<file path="config.mk">
export PLATFORM = sky130hd
export DESIGN_NAME = dbf_sum_tree
export DESIGN_NICKNAME = d
export VERILOG_FILES = /design/src/rtl/dbf_sum_pkg.sv /design/src/rtl/dbf_add_level.sv /design/src/rtl/dbf_sum_tree.sv
export SDC_FILE = /design/constraint.sdc
export NUM_CORES = 2
export LEC_CHECK = 0
export CORE_MARGIN = 2
export CORE_UTILIZATION = 35
export CTS_CLUSTER_DIAMETER = 80
export CTS_CLUSTER_SIZE = 28
export DETAILED_ROUTE_END_ITERATION = 16
export PLACE_DENSITY = 0.64
export SLEW_MARGIN = 0
export SYNTH_ARGS = -nofsm -noshare
export SYNTH_HDL_FRONTEND = slang
export SYNTH_SLANG_ARGS = --single-unit
export TNS_END_PERCENT = 50
</file>
<file path="constraint.sdc">
create_clock -name clk -period 5.65 [get_ports clk]
set_clock_uncertainty 0.2 [all_clocks]
set_input_delay 0.565 -clock clk [delete_from_list [all_inputs] [get_ports clk]]
set_output_delay 0.565 -clock clk [all_outputs]
set_load 0.05 [all_outputs]
</file>
<file path="src/rtl/dbf_sum_pkg.sv">
// Shared defaults for the delay-and-sum adder tree: geometry, widths and
// saturation limits of the beamformed output.
package dbf_sum_pkg;

  localparam int unsigned NUM_CH    = 16;
  localparam int unsigned CH_WD     = 32;
  localparam int unsigned OUT_WD    = 32;
  localparam int unsigned CNT_WD    = 14;
  localparam int unsigned TREE_LVLS = $clog2(NUM_CH);

  localparam logic [OUT_WD-1:0] SAT_MAX = {1'b0, {(OUT_WD-1){1'b1}}};
  localparam logic [OUT_WD-1:0] SAT_MIN = {1'b1, {(OUT_WD-1){1'b0}}};

endpackage

</file>
<file path="src/rtl/dbf_add_level.sv">
// One registered adder-tree level: N signed W-bit operands summed pairwise
// into N/2 sign-extended (W+1)-bit results, with a travelling valid bit.
module dbf_add_level #(
  parameter int unsigned N = 16,
  parameter int unsigned W = 32
) (
  input  logic                   clk,
  input  logic                   rst_n,
  input  logic                   flush,
  input  logic                   in_valid,
  input  logic [N*W-1:0]         din,
  output logic [(N/2)*(W+1)-1:0] dout,
  output logic                   dout_valid
);

  logic [(N/2)*(W+1)-1:0] sum_c;

  // Pairwise sign-extended adds
  always_comb begin
    sum_c = '0;
    for (int i = 0; i < int'(N / 2); i++) begin
      sum_c[i*(W+1) +: (W+1)] = (W+1)'($signed(din[(2*i)*W +: W]))
                              + (W+1)'($signed(din[(2*i+1)*W +: W]));
    end
  end

  // Flush drops the token but leaves the data register untouched
  always_ff @(posedge clk or negedge rst_n) begin
    if (!rst_n) begin
      dout       <= '0;
      dout_valid <= 1'b0;
    end else if (flush) begin
      dout_valid <= 1'b0;
    end else begin
      dout_valid <= in_valid;
      if (in_valid) dout <= sum_c;
    end
  end

endmodule

</file>
<file path="src/rtl/dbf_sum_tree.sv">
// Delay-and-sum beamformer output stage: registered adder tree over all
// apodised channels, output saturation, per-line sample counter.
module dbf_sum_tree #(
  parameter int unsigned NUM_CH = dbf_sum_pkg::NUM_CH,
  parameter int unsigned CH_WD  = dbf_sum_pkg::CH_WD,
  parameter int unsigned OUT_WD = dbf_sum_pkg::OUT_WD,
  parameter int unsigned CNT_WD = dbf_sum_pkg::CNT_WD
) (
  input  logic                    clk,
  input  logic                    rst_n,
  input  logic                    start,
  input  logic                    tx_en,
  input  logic [NUM_CH*CH_WD-1:0] ch_din,
  input  logic [NUM_CH-1:0]       ch_din_valid,
  input  logic [CNT_WD-1:0]       line_len,
  output logic [OUT_WD-1:0]       bf_dout,
  output logic                    bf_dout_valid,
  output logic [CNT_WD-1:0]       sample_cnt,
  output logic                    line_done,
  output logic                    valid_err
);

  localparam int unsigned TREE_LVLS = $clog2(NUM_CH);
  localparam int unsigned SUM_WD    = CH_WD + TREE_LVLS;
  localparam int unsigned EXT_WD    = SUM_WD - OUT_WD + 1;
  localparam logic [OUT_WD-1:0] SAT_HI = {1'b0, {(OUT_WD-1){1'b1}}};
  localparam logic [OUT_WD-1:0] SAT_LO = {1'b1, {(OUT_WD-1){1'b0}}};

  logic              in_ok_c;
  logic              misalign_c;
  logic              flush_c;
  logic [SUM_WD-1:0] tree_sum;
  logic              tree_vld;
  logic [OUT_WD-1:0] sat_c;
  logic              last_c;
  logic [CNT_WD-1:0] line_len_q;
  logic [CNT_WD-1:0] next_idx;

  assign in_ok_c    = start & ~tx_en & (&ch_din_valid);
  assign misalign_c = start & ~tx_en & (|ch_din_valid) & ~(&ch_din_valid);
  assign flush_c    = ~start;

  // log2(NUM_CH) registered levels, each one bit wider than the last
  for (genvar l = 0; l < int'(TREE_LVLS); l++) begin : g_lvl
    localparam int unsigned N_IN = NUM_CH >> l;
    localparam int unsigned W_IN = CH_WD + int'(l);

    logic [(N_IN/2)*(W_IN+1)-1:0] sum;
    logic                         vld;

    if (l == 0) begin : g_first
      dbf_add_level #(.N(N_IN), .W(W_IN)) u_lvl (
        .clk(clk), .rst_n(rst_n), .flush(flush_c),
        .in_valid(in_ok_c), .din(ch_din),
        .dout(sum), .dout_valid(vld)
      );
    end else begin : g_next
      dbf_add_level #(.N(N_IN), .W(W_IN)) u_lvl (
        .clk(clk), .rst_n(rst_n), .flush(flush_c),
        .in_valid(g_lvl[l-1].vld), .din(g_lvl[l-1].sum),
        .dout(sum), .dout_valid(vld)
      );
    end
  end

  assign tree_sum = g_lvl[TREE_LVLS-1].sum;
  assign tree_vld = g_lvl[TREE_LVLS-1].vld;

  // Clamp when the bits above the output sign are not a pure sign extension
  always_comb begin
    sat_c = tree_sum[OUT_WD-1:0];
    if (tree_sum[SUM_WD-1:OUT_WD-1] != {EXT_WD{tree_sum[SUM_WD-1]}}) begin
      sat_c = tree_sum[SUM_WD-1] ? SAT_LO : SAT_HI;
    end
  end

  assign last_c = (line_len_q != '0) && (next_idx == line_len_q - CNT_WD'(1));

  // Line length tracks the input while idle, so it freezes at the start rise
  always_ff @(posedge clk or negedge rst_n) begin
    if (!rst_n) begin
      line_len_q <= '0;
      valid_err  <= 1'b0;
    end else if (!start) begin
      line_len_q <= line_len;
      valid_err  <= 1'b0;
    end else if (misalign_c) begin
      valid_err  <= 1'b1;
    end
  end

  // Output register and sample counter
  always_ff @(posedge clk or negedge rst_n) begin
    if (!rst_n) begin
      bf_dout       <= '0;
      bf_dout_valid <= 1'b0;
      sample_cnt    <= '0;
      next_idx      <= '0;
      line_done     <= 1'b0;
    end else if (!start) begin
      bf_dout_valid <= 1'b0;
      sample_cnt    <= '0;
      next_idx      <= '0;
      line_done     <= 1'b0;
    end else begin
      bf_dout_valid <= tree_vld;
      line_done     <= tree_vld & last_c;
      if (tree_vld) begin
        bf_dout    <= sat_c;
        sample_cnt <= next_idx;
        next_idx   <= last_c ? '0 : next_idx + CNT_WD'(1);
      end
    end
  end

endmodule

</file>
# Yosys cells after proc, flatten, opt, wreduce, memory -nomap -nowiden
# Cells that the tools add are included.
# totals
regBits	587
word_cells	67
output_inout_bits	49
# classes
n_reduce_logical	9
add_sub_neg	17
bitwise_logic	7
n_eq_ne	4
muxes	15
# op_table
operator	count
adder 32 x 32 -> 33 bit	8
adder 33 x 33 -> 34 bit	4
adder 34 x 34 -> 35 bit	2
two-way mux 14 bit	5
two-way mux 32 bit	2
adder 35 x 35 -> 36 bit	1
AND reduction 16 bit	1
OR reduction 16 bit	1
adder 14 x 1 -> 14 bit (second input constant)	1
== test 14 bit	1
nonzero test 14 bit	1
subtractor 14 x 1 -> 14 bit (second input constant)	1
AND reduction 2 bit	5
two-way mux 1 bit	8
AND 1 bit	5
!= test 2 x 1 -> 1 bit (second input constant)	2
!= test 4 bit	1
NOT 1 bit	2
logical AND 1 bit	1

# Depth between registers and ports, before layout
# logic_depth
depth_word	6
mapped_depth	13
depth_no_buf	12

# By module
# From an unflattened synthesis, not the netlist that was laid out.
# unflattened
cells_unflattened	5604
area_unflattened_um2	46917.5
# modules_own_cells
mod	seq_area_each_um2	area_each_um2	cells_each	instances
dbf_add_level (g_lvl[0].g_first.u_lvl)	6631.4	22317.7	2700	1
dbf_add_level (g_lvl[1].g_next.u_lvl)	3428.3	11384.7	1350	1
dbf_add_level (g_lvl[2].g_next.u_lvl)	1776.7	6291.0	787	1
dbf_sum_tree	1926.8	3787.4	399	1
dbf_add_level (g_lvl[3].g_next.u_lvl)	925.9	3136.8	368	1

# Worst setup path after synthesis
# Ideal clock, no wire load.
# synth_timing
kind	in2reg
startpoint	input port ch_din[448]
endpoint	register g_lvl[0].g_first.u_lvl.dout[259]
required_ns	5.316
path_slack_ns	2.162
path_stages	12
arrival_time_ns	3.154
cell_sequence	ha_1 -> fa_1 -> a21o_1 -> a21oi_1 -> o21ai_0 -> a31o_2 -> o31a_1 -> a41oi_1 -> a21oi_1 -> a31oi_1 -> xor2_1 -> o21ai_0
# synth_via
elab_chain_cells	1
# synth_lines
item	line	rtl
start: declaration	dbf_sum_tree.sv:13	input logic [NUM_CH*CH_WD-1:0] ch_din,
adder 32 x 32 -> 33 bit	dbf_add_level.sv:23	+ (W+1)'($signed(din[(2*i+1)*W +: W]));
end signal: assignment	dbf_add_level.sv:36	if (in_valid) dout <= sum_c;
end: declaration	dbf_add_level.sv:12	output logic [(N/2)*(W+1)-1:0] dout,
# Every way passes these cells.
# A chain may end at the register's enable or synchronous reset.

# Worst setup path in the final report
# layout_timing
startpoint	register g_lvl[1].g_next.u_lvl.dout[0]
endpoint	register g_lvl[2].g_next.u_lvl.dout[30]
# layout_via
elab_chain_cells	1
# layout_lines
item	line
start: declaration	dbf_add_level.sv:12
start signal: assignment	dbf_add_level.sv:36
adder 34 x 34 -> 35 bit	dbf_add_level.sv:23
end signal: assignment	dbf_add_level.sv:36
end: declaration	dbf_add_level.sv:12
# Every way passes these cells.

==> impl_results.md <==
- DRC errors left: 0
- Largest family of logic cells by synthesized area: compound AO/OA/AOI/OAI gates
- WL final: 137900 um
- Antenna viol nets, final: 0
- Max-Slew Margin vs Limit: 23.00%
- Worst path slowest cell: fa_1
- Yosys warns: 0
- Yosys top cell area share: 32.37%
- Port Buffers: 594
- Worst-margin pin slew: 1155 ps
- Via density: 5.240
- Total Nets Final: 6848
- Avg WL per Cell: 18.22 um
- FF+latch count, synth: 587
- H-tree depth: 2
- Clock buffer count from CTS: 39
- Final Max Slew Viols: 0
- Setup bufs post-CTS: 0
- Most frequent cell after synthesis: nand2_1
- FF-to-FF path depth: 12
- Core box area: 129200 sq um
- Post-Synth Simple-Gate Area: 15.84%
- Post-Synthesis Cells: 5330
- Compound-Gate Fraction of Synth Area: 25.13%
- Global-route usage over all layers: 20.19%
- RR Startpoint: g_lvl[1].g_next.u_lvl.dout[0]
- Setup TNS: 0 ps
- Reg power frac: 43.7%
- Global-route wire length before repair: 215000 um
- Syn Nets: 6384
- Post-synth ARST share: 100.0%
- RSZ-0062 raised after global routing: no
- Leading post-synthesis cells by instance count: 811 x nand2_1, 621 x o21ai_0, 587 x dfrtp_1
- 1st-iter DRT viols: 2271
- Initial antenna violation count: 1
- Drt pass-1 iters: 5
- CP arrival: 4320 ps
- Final Core Density: 42.20%
- Worst EP required: 5900 ps
- Hold EP: g_lvl[0].g_first.u_lvl.dout[111]
- Hold WC Path Type: flop to flop
- Total grt overflow: 0
- CTS sink cnt: 587
- Net Switching: 2.911 mW
- Min Clock Period, post-route: 4076 ps
- CP Capture Type: flop
- DIE WIDTH: 364.1 um
- Synth Area in Adders: 14.26%
- Multiplexer area fraction after synthesis: 1.310%
- Reg-to-reg endpoint: g_lvl[2].g_next.u_lvl.dout[30]
- Sequential share of the synthesized area: 32.37%
- Yosys cell types: 91
- CP cell instances: ha_1 -> fa_1 -> a211oi_1 -> o211ai_1 -> a41oi_1 -> o31ai_1 -> o41ai_2 -> o21ai_0 -> a31oi_1 -> o21ai_0 -> xnor2_1 -> o21ai_0
- CP max stage delay: 440 ps
- Final period util: 72.15%
- Post-cts sizing count: 0
- Dpl cells: 7494
- Status: finished clean
- Pin count of the biggest net entering global routing: 225
- CP Launch Type: flop
- Via count: 39650
- Hold Path Origin: g_lvl[0].g_first.u_lvl.dout[111]
- Worst vdd ir: 0.1673 mV
- Post-DP HPWL: 111600 um
- Pwr Density: 177.4 nW/um^2
- WS Path Type: flop to flop
- Hold path depth: 2
- Max cap viols: 0
- Comb pwr share: 22.0%
- Cell Area, Synth: 45380 sq um
- Synth Area in XOR/XNOR: 8.531%
- Fraction of layout cells with a size suffix above 1: 3.108%
- DIE HEIGHT: 364.1 um
- Synthesized area per cell: 8.514 sq um
- Vias in the first global route: 38670
- CP max FO: 4
- CTS tree: done
- CTS max path bufs: 3
- Post-Layout Cell Count: 7567
- Primary FF master, synth: dfrtp_1
- Clk root buf: clkbuf_16
- Later-pin clock latency in the skew report: 630 ps
- Most used cell, CP: o21ai_0
- Die area: 132500 sq um
- Main area contributors after synthesis: dfrtp_1 32%, ha_1 14%, o21ai_0 6.8%, nand2_1 6.7%, a21oi_1 5.2%
- Row count: 132
- Initial Util: 35.13%
- Setup-failing EPs final: 0
- Largest area contributor in the netlist: dfrtp_1
- Area Overhead vs Synth: 20.11%
- Clock transition at path regs: 100 ps
- Int Pwr: 6.755 mW
- GPL Wtd Cong: 0.9136
- Number of synthesized flops with an enable pin: 0
- F_max: 245.3 MHz
- Io pins: 595
- R2R Setup Slk: 1570 ps
- Switching Share: 30.11%
- Fin. Hold Viols: 0
- Clk network pwr share: 34.3%
- P_leak: 25.35 nW
==> worst max path at each step <==
stage,start,to,slack (ps)
finish,g_lvl[1].g_next.u_lvl.dout[0],g_lvl[2].g_next.u_lvl.dout[30],1570
global route,g_lvl[1].g_next.u_lvl.dout[0],g_lvl[2].g_next.u_lvl.dout[30],1260
CTS,g_lvl[1].g_next.u_lvl.dout[0],g_lvl[2].g_next.u_lvl.dout[30],1550
detailed placement,ch_din[448],g_lvl[0].g_first.u_lvl.dout[259],1130
global placement,ch_din[448],g_lvl[0].g_first.u_lvl.dout[259],1160
floorplan,ch_din[448],g_lvl[0].g_first.u_lvl.dout[259],2160
==> repair_timing <==
item / CTS / global route
hold buffers: 1 / 0
endpoints found under the setup margin: 0 / 0
hold endpoints to repair: 70 / 0
==> worst max-delay path: cells and delay by family, from the launching register on <==
kind | cells | cell delay (ps)
compound gates | 9 | 2450
fa+ha+maj | 2 | 690
xor+xnor | 1 | 160
flops | 1 | 400
==> cell families after synthesis <==
| logic type | after synthesis |
|---|---|
| buffers and inverters | 307 |
| and+or+nand+nor | 1575 |
| DFF | 587 |
| muxes | 55 |
| adders and majority gates | 508 |
| AOI/OAI and AO/OA | 1856 |
| xor gates and xnor gates | 442 |
==> final cells by class <==
class,count,area (sq um)
inverters,116,435.4
repair buffers,614,6211
flip-flops and latches,587,14690
multi-input cells,4436,29550
fillers,12990,74650
well taps,1742,2180
clock inverters,28,404.1
clock buffers,42,1030
diodes,2,5.005
==> sequential cells by signal, summed over array words and instances, names as in the netlist, 3 cells and up <==
name                           cells
sample_cnt                        14
next_idx                          14
g_lvl.g_next.u_lvl.dout_valid      3
line_len_q                        14
bf_dout                           32
g_lvl.g_first.u_lvl.dout         264
g_lvl.g_next.u_lvl.dout          242
==> layout by cell type, fill, tap and decap left out, types with 13 or more instances in the layout <==
cell               n
nand4_1           62
mux2_2            31
o211ai_1          20
nor2b_1           76
clkbuf_16         41
nor3_1            61
nor4_1            19
a221oi_1          14
inv_1            114
xnor2_1          232
o21ai_0          620
nor3b_1           19
o31ai_1           46
nor2_1           252
nand2b_1          49
o21a_1            49
a21oi_1          468
clkdlybuf4s50_1  592
nand3_1           73
a211oi_1          42
a21boi_0          13
a21o_1           283
mux2i_1           23
fa_1              15
dfrtp_1          587
ha_1             493
o21bai_1          84
xor2_1           210
nand2_1          808
a211o_1           16
a2111oi_0         14
and3_1            50
and2_1            22
or3_1             17
or2_2             16
a31oi_1           50
==> layer usage <==
| layer | track usage [%] | wire length (um) |
|---|---|---|
| met1 | 27.06 | 64280 |
| met2 | 35.43 | 66790 |
| met3 | 1.961 | 4671 |
| met4 | 3.622 | 2120 |
| met5 | 0 | 0 |
==> stage by stage <==
stage | area [sq um] | hold slack (ps) | setup slack (ps) | total power, mW
finish | 54500 | 284.2 | 1574 | 9.666
global route | 54500 | 306.5 | 1259 | 10.14
CTS | 54500 | 285.0 | 1552 | 9.800
detailed placement | 53050 | 266.4 | 1135 | 6.436
global placement | 53050 | 258.2 | 1158 | 6.428
floorplan | 45380 | 69.41 | 2162 | 5.522
==> power groups by stage <==
stage / Clock, mW / Sequential (mW) / Combinational (mW)
detailed placement: 0 / 4.31 / 2.13
finish: 3.31 / 4.22 / 2.13
floorplan: 0 / 4.30 / 1.22
global route: 3.57 / 4.23 / 2.34
CTS: 3.43 / 4.22 / 2.14
global placement: 0 / 4.31 / 2.12
Note: power is estimated with default switching activity, not from simulation.
